## config.mk

```make
export PLATFORM = sky130hd
export DESIGN_NAME = vx_tcu_drl_mul_seq
export DESIGN_NICKNAME = d
export VERILOG_FILES = /design/src/rtl/vx_tcu_drl_mul_seq.sv
export SDC_FILE = /design/constraint.sdc
export NUM_CORES = 1
export LEC_CHECK = 0
export CORE_AREA = 8 8 251 253
export CTS_BUF_LIST = sky130_fd_sc_hd__clkbuf_4
export CTS_CLUSTER_SIZE = 20
export DETAILED_ROUTE_END_ITERATION = 16
export DIE_AREA = 0 0 259 261
export PLACE_DENSITY = 0.76
export RECOVER_POWER = 25
export SLEW_MARGIN = 0
export SYNTH_ARGS = -nofsm -noshare
export SYNTH_HDL_FRONTEND = slang
export SYNTH_SLANG_ARGS = --single-unit
```

## constraint.sdc

```tcl
create_clock -name clk -period 4.8 [get_ports clk]
set_input_delay 0.72 -clock clk [delete_from_list [all_inputs] [get_ports clk]]
set_output_delay 0.72 -clock clk [all_outputs]
set_load 0.1 [all_outputs]
```

## src/rtl/vx_tcu_drl_mul_seq.sv

```systemverilog
// vx_tcu_drl_mul_seq: feeds N bf16 operand pairs per request through M shared multiplier lanes,
// M pairs per cycle, and collects the N fp32 products into a buffer that is returned with the tag.
// Ports: req_* handshake (operands in, ready out), rsp_* handshake (products and tag out),
// mul_* drive to / result from the combinational lanes, busy while a request is in flight.
module vx_tcu_drl_mul_seq #(
    parameter int N    = 8,
    parameter int M    = 2,
    parameter int TAGW = 4
) (
    input  logic              clk,
    input  logic              reset_n,
    input  logic              req_valid,
    output logic              req_ready,
    input  logic [N*16-1:0]   req_a,
    input  logic [N*16-1:0]   req_b,
    input  logic [TAGW-1:0]   req_tag,
    output logic              rsp_valid,
    input  logic              rsp_ready,
    output logic [N*32-1:0]   rsp_y,
    output logic [TAGW-1:0]   rsp_tag,
    output logic [M-1:0]      mul_en,
    output logic [M*16-1:0]   mul_a,
    output logic [M*16-1:0]   mul_b,
    input  logic [M*32-1:0]   mul_y,
    output logic              busy
);
    localparam int BEATS = N / M;
    localparam int BW    = (BEATS > 1) ? $clog2(BEATS) : 1;

    typedef enum logic [1:0] {IDLE, RUN, DONE} state_t;

    state_t            state_q;
    logic [BW-1:0]     beat_q;
    logic [N*16-1:0]   a_q, b_q;
    logic [N*32-1:0]   y_q;
    logic [TAGW-1:0]   tag_q;
    logic [M*16-1:0]   la, lb;
    logic [M-1:0]      lz;
    logic [M*32-1:0]   ly;
    logic              run;

    assign run       = state_q == RUN;
    assign req_ready = state_q == IDLE;
    assign rsp_valid = state_q == DONE;
    assign busy      = state_q != IDLE;
    assign rsp_y     = y_q;
    assign rsp_tag   = tag_q;

    // Select the M operand pairs belonging to the current beat.
    always_comb begin
        la = '0;
        lb = '0;
        for (int b = 0; b < BEATS; b++)
            if (beat_q == BW'(b)) begin
                la = a_q[b*M*16 +: M*16];
                lb = b_q[b*M*16 +: M*16];
            end
    end

    // A pair with a +/-0 operand never reaches the lane; its product is a signed zero.
    always_comb begin
        lz     = '0;
        ly     = '0;
        mul_en = '0;
        mul_a  = '0;
        mul_b  = '0;
        for (int i = 0; i < M; i++) begin
            lz[i]             = la[i*16 +: 15] == '0 || lb[i*16 +: 15] == '0;
            ly[i*32 +: 32]    = lz[i] ? {la[i*16+15] ^ lb[i*16+15], 31'b0} : mul_y[i*32 +: 32];
            mul_en[i]         = run & ~lz[i];
            mul_a[i*16 +: 16] = mul_en[i] ? la[i*16 +: 16] : 16'h0;
            mul_b[i*16 +: 16] = mul_en[i] ? lb[i*16 +: 16] : 16'h0;
        end
    end

    always_ff @(posedge clk or negedge reset_n) begin
        if (!reset_n) begin
            state_q <= IDLE;
            beat_q  <= '0;
            a_q     <= '0;
            b_q     <= '0;
            y_q     <= '0;
            tag_q   <= '0;
        end else begin
            case (state_q)
                IDLE: if (req_valid) begin
                    a_q     <= req_a;
                    b_q     <= req_b;
                    tag_q   <= req_tag;
                    beat_q  <= '0;
                    state_q <= RUN;
                end
                RUN: begin
                    for (int b = 0; b < BEATS; b++)
                        if (beat_q == BW'(b))
                            y_q[b*M*32 +: M*32] <= ly;
                    if (beat_q == BW'(BEATS - 1))
                        state_q <= DONE;
                    else
                        beat_q <= beat_q + BW'(1);
                end
                DONE: if (rsp_ready)
                    state_q <= IDLE;
                default: state_q <= IDLE;
            endcase
        end
    end
endmodule
```

== Word level (Yosys, flattened, before mapping) ==
Cells that the tools add are included.
Storage, ports and cells
  register bits after elaboration: 520
  output and inout port bits: 329
  word-level logic and storage cells: 63
Operators by class
  $add $sub $neg: 1
  equality and inequality tests: 9
  muxes and demuxes: 21
  bitwise logic cells: 6
  reductions and logical operators: 17
Operators by type and width (number)
  $mux W32: 10
  $mux W16: 4
  $logic_not A15 Y1: 4
  $mux W2: 5
  $reduce_and A2 Y1: 5
  $eq A2 B2 Y1 const B: 3
  $pmux W2 S3: 1
  $reduce_and A3 Y1: 2
  $eq A2 B1 Y1 const B: 2
  $logic_not A2 Y1: 2
  $ne A2 B1 Y1 const B: 2
  $ne A2 B2 Y1 const B: 2
  $pmux W2 S2: 1
  $reduce_bool A2 Y1: 2
  $add A2 B1 Y2 const B: 1
  $and A1 B1 Y1: 2
  $logic_or A1 B1 Y1: 2
  $not A1 Y1: 2
  $xor A1 B1 Y1: 2

== Logic depth before layout (Yosys ltp) ==
  word-level depth: 10
  depth in mapped cells: 13
  depth with buffers taken out: 9

== Worst setup path after synthesis ==
Ideal clock, no wire load.
  path kind: register to output
  start point: reg beat_q[0]
  end point: out mul_b[23]
  arrival time: 4.265 ns
  setup slack: -0.185 ns
  cell stages (with the launch flop): 14
  buffers on the path: 4
  cell sequence: dfrtp_1 > inv_1 > ha_1 > buf_2 > nand2b_1 > buf_2 > buf_1 > o22ai_1 > o22ai_1 > nor4_1 > a22oi_2 > nand2_1 > buf_2 > nor3_1
On the way
  longest elaborated chain between the ends: 10
  elaborated cells on any way between the ends: 18
  those cells by class: eq/ne (3); mux (9); bitwise (2); reduce/logical (4)
Ends and longest elaborated chain
  from (decl): RTL line 33  | logic [BW-1:0] beat_q;
  from (signal assigned): RTL line 100  | beat_q <= beat_q + BW'(1);
  $logic_not A2 Y1: RTL line 54  | if (beat_q == BW'(b)) begin
  $mux W32 (4 in series): RTL line 54
  $logic_not A15 Y1: RTL line 68  | lz[i] = la[i*16 +: 15] == '0 || lb[i*16 +: 15] == '0;
  $logic_or A1 B1 Y1: RTL line 68
  $not A1 Y1: RTL line 70  | mul_en[i] = run & ~lz[i];
  $and A1 B1 Y1: RTL line 70
  $mux W16 *: RTL line 72  | mul_b[i*16 +: 16] = mul_en[i] ? lb[i*16 +: 16] : 16'h0;
  to (decl): RTL line 23  | output logic [M*16-1:0] mul_b,
Mark *: on every way between the ends. The rest lies on a longest branch, timed or not.

== Worst setup path after layout ==
  start point: reg beat_q[0]
  end point: out mul_a[3]
On the way
  longest elaborated chain between the ends: 10
  elaborated cells on any way between the ends: 18
  those cells by class: eq/ne (3); mux (9); bitwise (2); reduce/logical (4)
Ends and longest elaborated chain
  $logic_not A2 Y1: RTL line 54
  $mux W32 (4 in series): RTL line 54
  $logic_not A15 Y1: RTL line 68
  $logic_or A1 B1 Y1: RTL line 68
  $not A1 Y1: RTL line 70
  $and A1 B1 Y1: RTL line 70
  $mux W16 *: RTL line 71  | mul_a[i*16 +: 16] = mul_en[i] ? la[i*16 +: 16] : 16'h0;
  to (decl): RTL line 22  | output logic [M*16-1:0] mul_a,
Marks and branches as above.

==> run_results.csv <==
group,metric,value,unit
synthesis,ys_seq_elements,520,
clock_tree,ctsLongestPathBuffers,3,
hold_path,min-delay-start,"req_b[94]",
cells_and_area,n_fill_cell,4568,
worst_setup_path,crit_end,"mul_a[3]",
clock_tree,root_buffer,"clkbuf_4",
clock_tree,htreeDepth,4,
cells_and_area,drive_gt1_share,31.9,%
grt,grt_pass1_wl,125,mm
placement,hpwl,58.2,mm
clock_tree,cts_tree,"yes",
worst_setup_path,rrSetupSlack,1.19,ns
floorplan,initial_core_util,35.0,%
synthesis,muxShareOfSynthArea,14.0,%
status,outcome,"complete, but fails checks",
clock_tree,cts_sinks,520,
worst_setup_path,cp-end-kind,"output port",
sta,hold_violations,0,
floorplan,die_h,261,um
sta,slew_headroom,-79.8,%
cells_and_area,multi_input_area,9130,um2
worst_setup_path,reg2reg_from,"beat_q[0]",
floorplan,pin_count,657,
placement,port_buffers,656,
cells_and_area,synthToLayoutAreaGrowth,62.4,%
worst_setup_path,critPathMaxFanout,7,
route,wl_per_cell,25.4,um
worst_setup_path,crit_start,"beat_q[0]",
worst_setup_path,cp.depth,15,
route,dr.pass1.iters,5,
grt,grt_max_degree,99,
worst_setup_path,path_delay_family,"buffers and inverters",
grt,grt.overflow.total,0,
route,vias_per_cell,5.35,
route,drc,0,
floorplan,num_rows,90,
floorplan,die_w,259,um
worst_setup_path,cp-start-kind,"flop",
placement,routabilityCongestion,0.938,
synthesis,syn_nets,2107,
sta,max_freq,205,MHz
worst_setup_path,slowest_delay,0.46,ns
sta,rsz0062_at_grt,"yes",
floorplan,die_area,67600,um2
sta,holdWs,0.368,ns
synthesis,synthAdderAreaFrac,0.241,%
worst_setup_path,crit_buf_inv,7,
floorplan,core,59300,um2
clock_tree,cts_buffers,138,
worst_setup_path,crit_type,"reg -> out",
synthesis,yosysSeqAreaShare,62.6,%
sta,worst_pin_slew,2.70,ns
worst_setup_path,crit_slowest_cell,"nor4_4",
grt,antenna_found_initial,25,
sta,min_period,4.87,ns
worst_setup_path,critPathArrivalTime,4.15,ns
worst_setup_path,cp_cell_sequence,"inv_2, ha_4, or2_4, buf_12, buf_16, a221oi_4, buf_6, o22ai_4, nor4_4, a22oi_2, buf_6, nand2_8, clkbuf_16, nor3_4, buf_12",
clock_tree,clk_transition_reported_paths,0.07,ns
status,failed_checks,"capacitance limit, slew limit, setup timing",
route,wl,87.8,mm
grt,grt_pass1_vias,19500,
hold_path,holdPathStages,3,
sta,min_period_over_period,101,%
hold_path,hold_path.class,"in -> reg",
cells_and_area,nets,2892,
synthesis,syn_area,20800,um2
clock_tree,clkLatencyLatePin,0.95,ns
route,drt_iter0_drc,1360,
synthesis,synth_top_family_by_area,"multiplexers",
synthesis,ys_types,30,
cells_and_area,register_area,13000,um2
synthesis,synth_compound_area_share,12.1,%
synthesis,synth_xor_area_share,0.0842,%
route,route.vias.total,18500,
synthesis,synthSimpleGateAreaFrac,8.24,%
worst_setup_path,required,4.08,ns
worst_setup_path,rr_worst_depth,16,
synthesis,synthCells,1775,
worst_setup_path,r2r-end,"rsp_y[223]",
sta,report.final.slew_viol_count,212,
sta,fin_skew,0.0490,ns
sta,fin_ws,-0.0676,ns
route,drtAntennaViolNets,0,
sta,finalSetupViolCount,41,
synthesis,yosysWarnings,0,
grt,grt.total_usage,24.5,%
run,cap_violations,3,
synthesis,postSynthAreaPerCell,11.7,um2
## state kept, by name (all words and copies together) (netlist names)
register  count
rsp_y       256
a_q         128
b_q         128
rsp_tag       4
beat_q        2
state_q       2
## final cells by class
| cell class | count | area share (%) |
|---|---|---|
| sequential | 520 | 38.5 |
| clock buffer | 192 | 4.27 |
| timing repair buffer | 780 | 26.1 |
| tap | 782 | 2.90 |
| clock inverter | 42 | 0.852 |
| multi-input combinational | 1109 | 27.0 |
| antenna | 14 | 0.104 |
| inverter | 11 | 0.167 |
## cell usage after synthesis, drive strengths merged
cell      n  area [um2]
buf      35         168
and3      4        25.0
or2       1        6.26
o22ai    83         519
nor2b     7        43.8
nand3     2        10.0
nand2   328        1230
nor4      8        50.1
a22o      4        35.0
ha        4        50.1
a221oi   60         526
xor2      2        17.5
or3b      1        8.76
inv      11        41.3
nor2      5        18.8
clkbuf  100         375
dfrtp   520       13000
mux2    256        2880
nor3     60         300
and2      1        6.26
a22oi     2        25.0
a21oi     8        40.0
a21o      1        7.51
o21ai   264        1320
nand2b    2        12.5
a221o     4        40.0
mux2i     2        20.0
## per-layer routing
metal	vias to the layer above	GRT usage (%)	part of all wire [%]
met5	-	0	0.20
met4	26	11.6	4.4
met3	220	8.84	9.0
met2	967	40.2	49
met1	9224	28.4	37
li1	8015	-	-
## metrics by stage
step	instance area, um2	instances	util, %	TNS (ns)	worst slack [ns]
5_1_grt	33800	3445	56.9	-14.49	-0.266
3_5_place_dp	29000	3121	48.9	-13.23	-0.466
2_1_floorplan	20800	1775	-	-9.96	-0.185
3_3_place_gp	29000	3121	48.9	-12.16	-0.438
4_1_cts	32800	3398	55.3	-4.61	-0.131
6_report	33800	3450	56.9	-0.729	-0.0676
## what timing repair did
item	in CTS	in global routing
setup endpoints to repair	66	65
hold buffers	1	0
setup buffers	34	33
endpoints found under the hold margin	91	0
resized for setup	252	88
pin swaps	21	23
gates cloned	11	8
## cells in the final DEF, fill, tap and decap left out, drive strengths merged, types with 2 or more instances in the layout
cell / Yosys / final
mux2i: 2 / 2
nor3: 60 / 60
a22oi: 2 / 2
dfrtp: 520 / 520
a221o: 4 / 4
clkinv: 0 / 33
nand3: 2 / 2
nand2b: 2 / 2
bufinv: 0 / 4
o21ai: 264 / 264
nor2: 5 / 5
a21oi: 8 / 8
a22o: 4 / 4
diode: 0 / 14
buf: 35 / 176
nor4: 8 / 8
mux2: 256 / 256
o22ai: 83 / 83
inv: 11 / 12
clkdlybuf4s50: 0 / 589
a221oi: 60 / 60
clkbuf: 100 / 205
ha: 4 / 4
and3: 4 / 4
nand2: 328 / 328
xor2: 2 / 2
clkinvlp: 0 / 4
nor2b: 7 / 7
## worst register-to-register path, stage by stage (launching register included)
cell and delay (ns):
dfrtp_1 0.43, inv_2 0.10, ha_4 0.18, or2_4 0.34
buf_12 0.17, buf_16 0.14, a221oi_4 0.21, buf_6 0.15
o22ai_4 0.07, nor4_4 0.46, a22oi_2 0.15, buf_6 0.16
buf_6 0.14, buf_12 0.14, buf_4 0.14, mux2i_1 0.36
o21ai_1 0.14
## cells by family (layout without fill, tap and decap cells)
group	count (synthesis)	in the layout
DFF	520	520
buffers and inverters	146	1025
AOI/OAI and AO/OA	426	426
muxes	258	258
adders and majority gates	4	4
other	0	14
xor gates and xnor gates	2	2
and+or+nand+nor	419	419
## worst min path at each step
stage | to | slack [ns]
global placement | rsp_y[224] | 0.46
finish | b_q[94] | 0.37
CTS | a_q[94] | 0.22
floorplan | a_q[0] | 0.42
global route | b_q[31] | 0.27
detailed placement | rsp_y[198] | 0.47
Power is not shown: default switching activity piles up to over one toggle a cycle in this logic, so the estimate is an artifact.
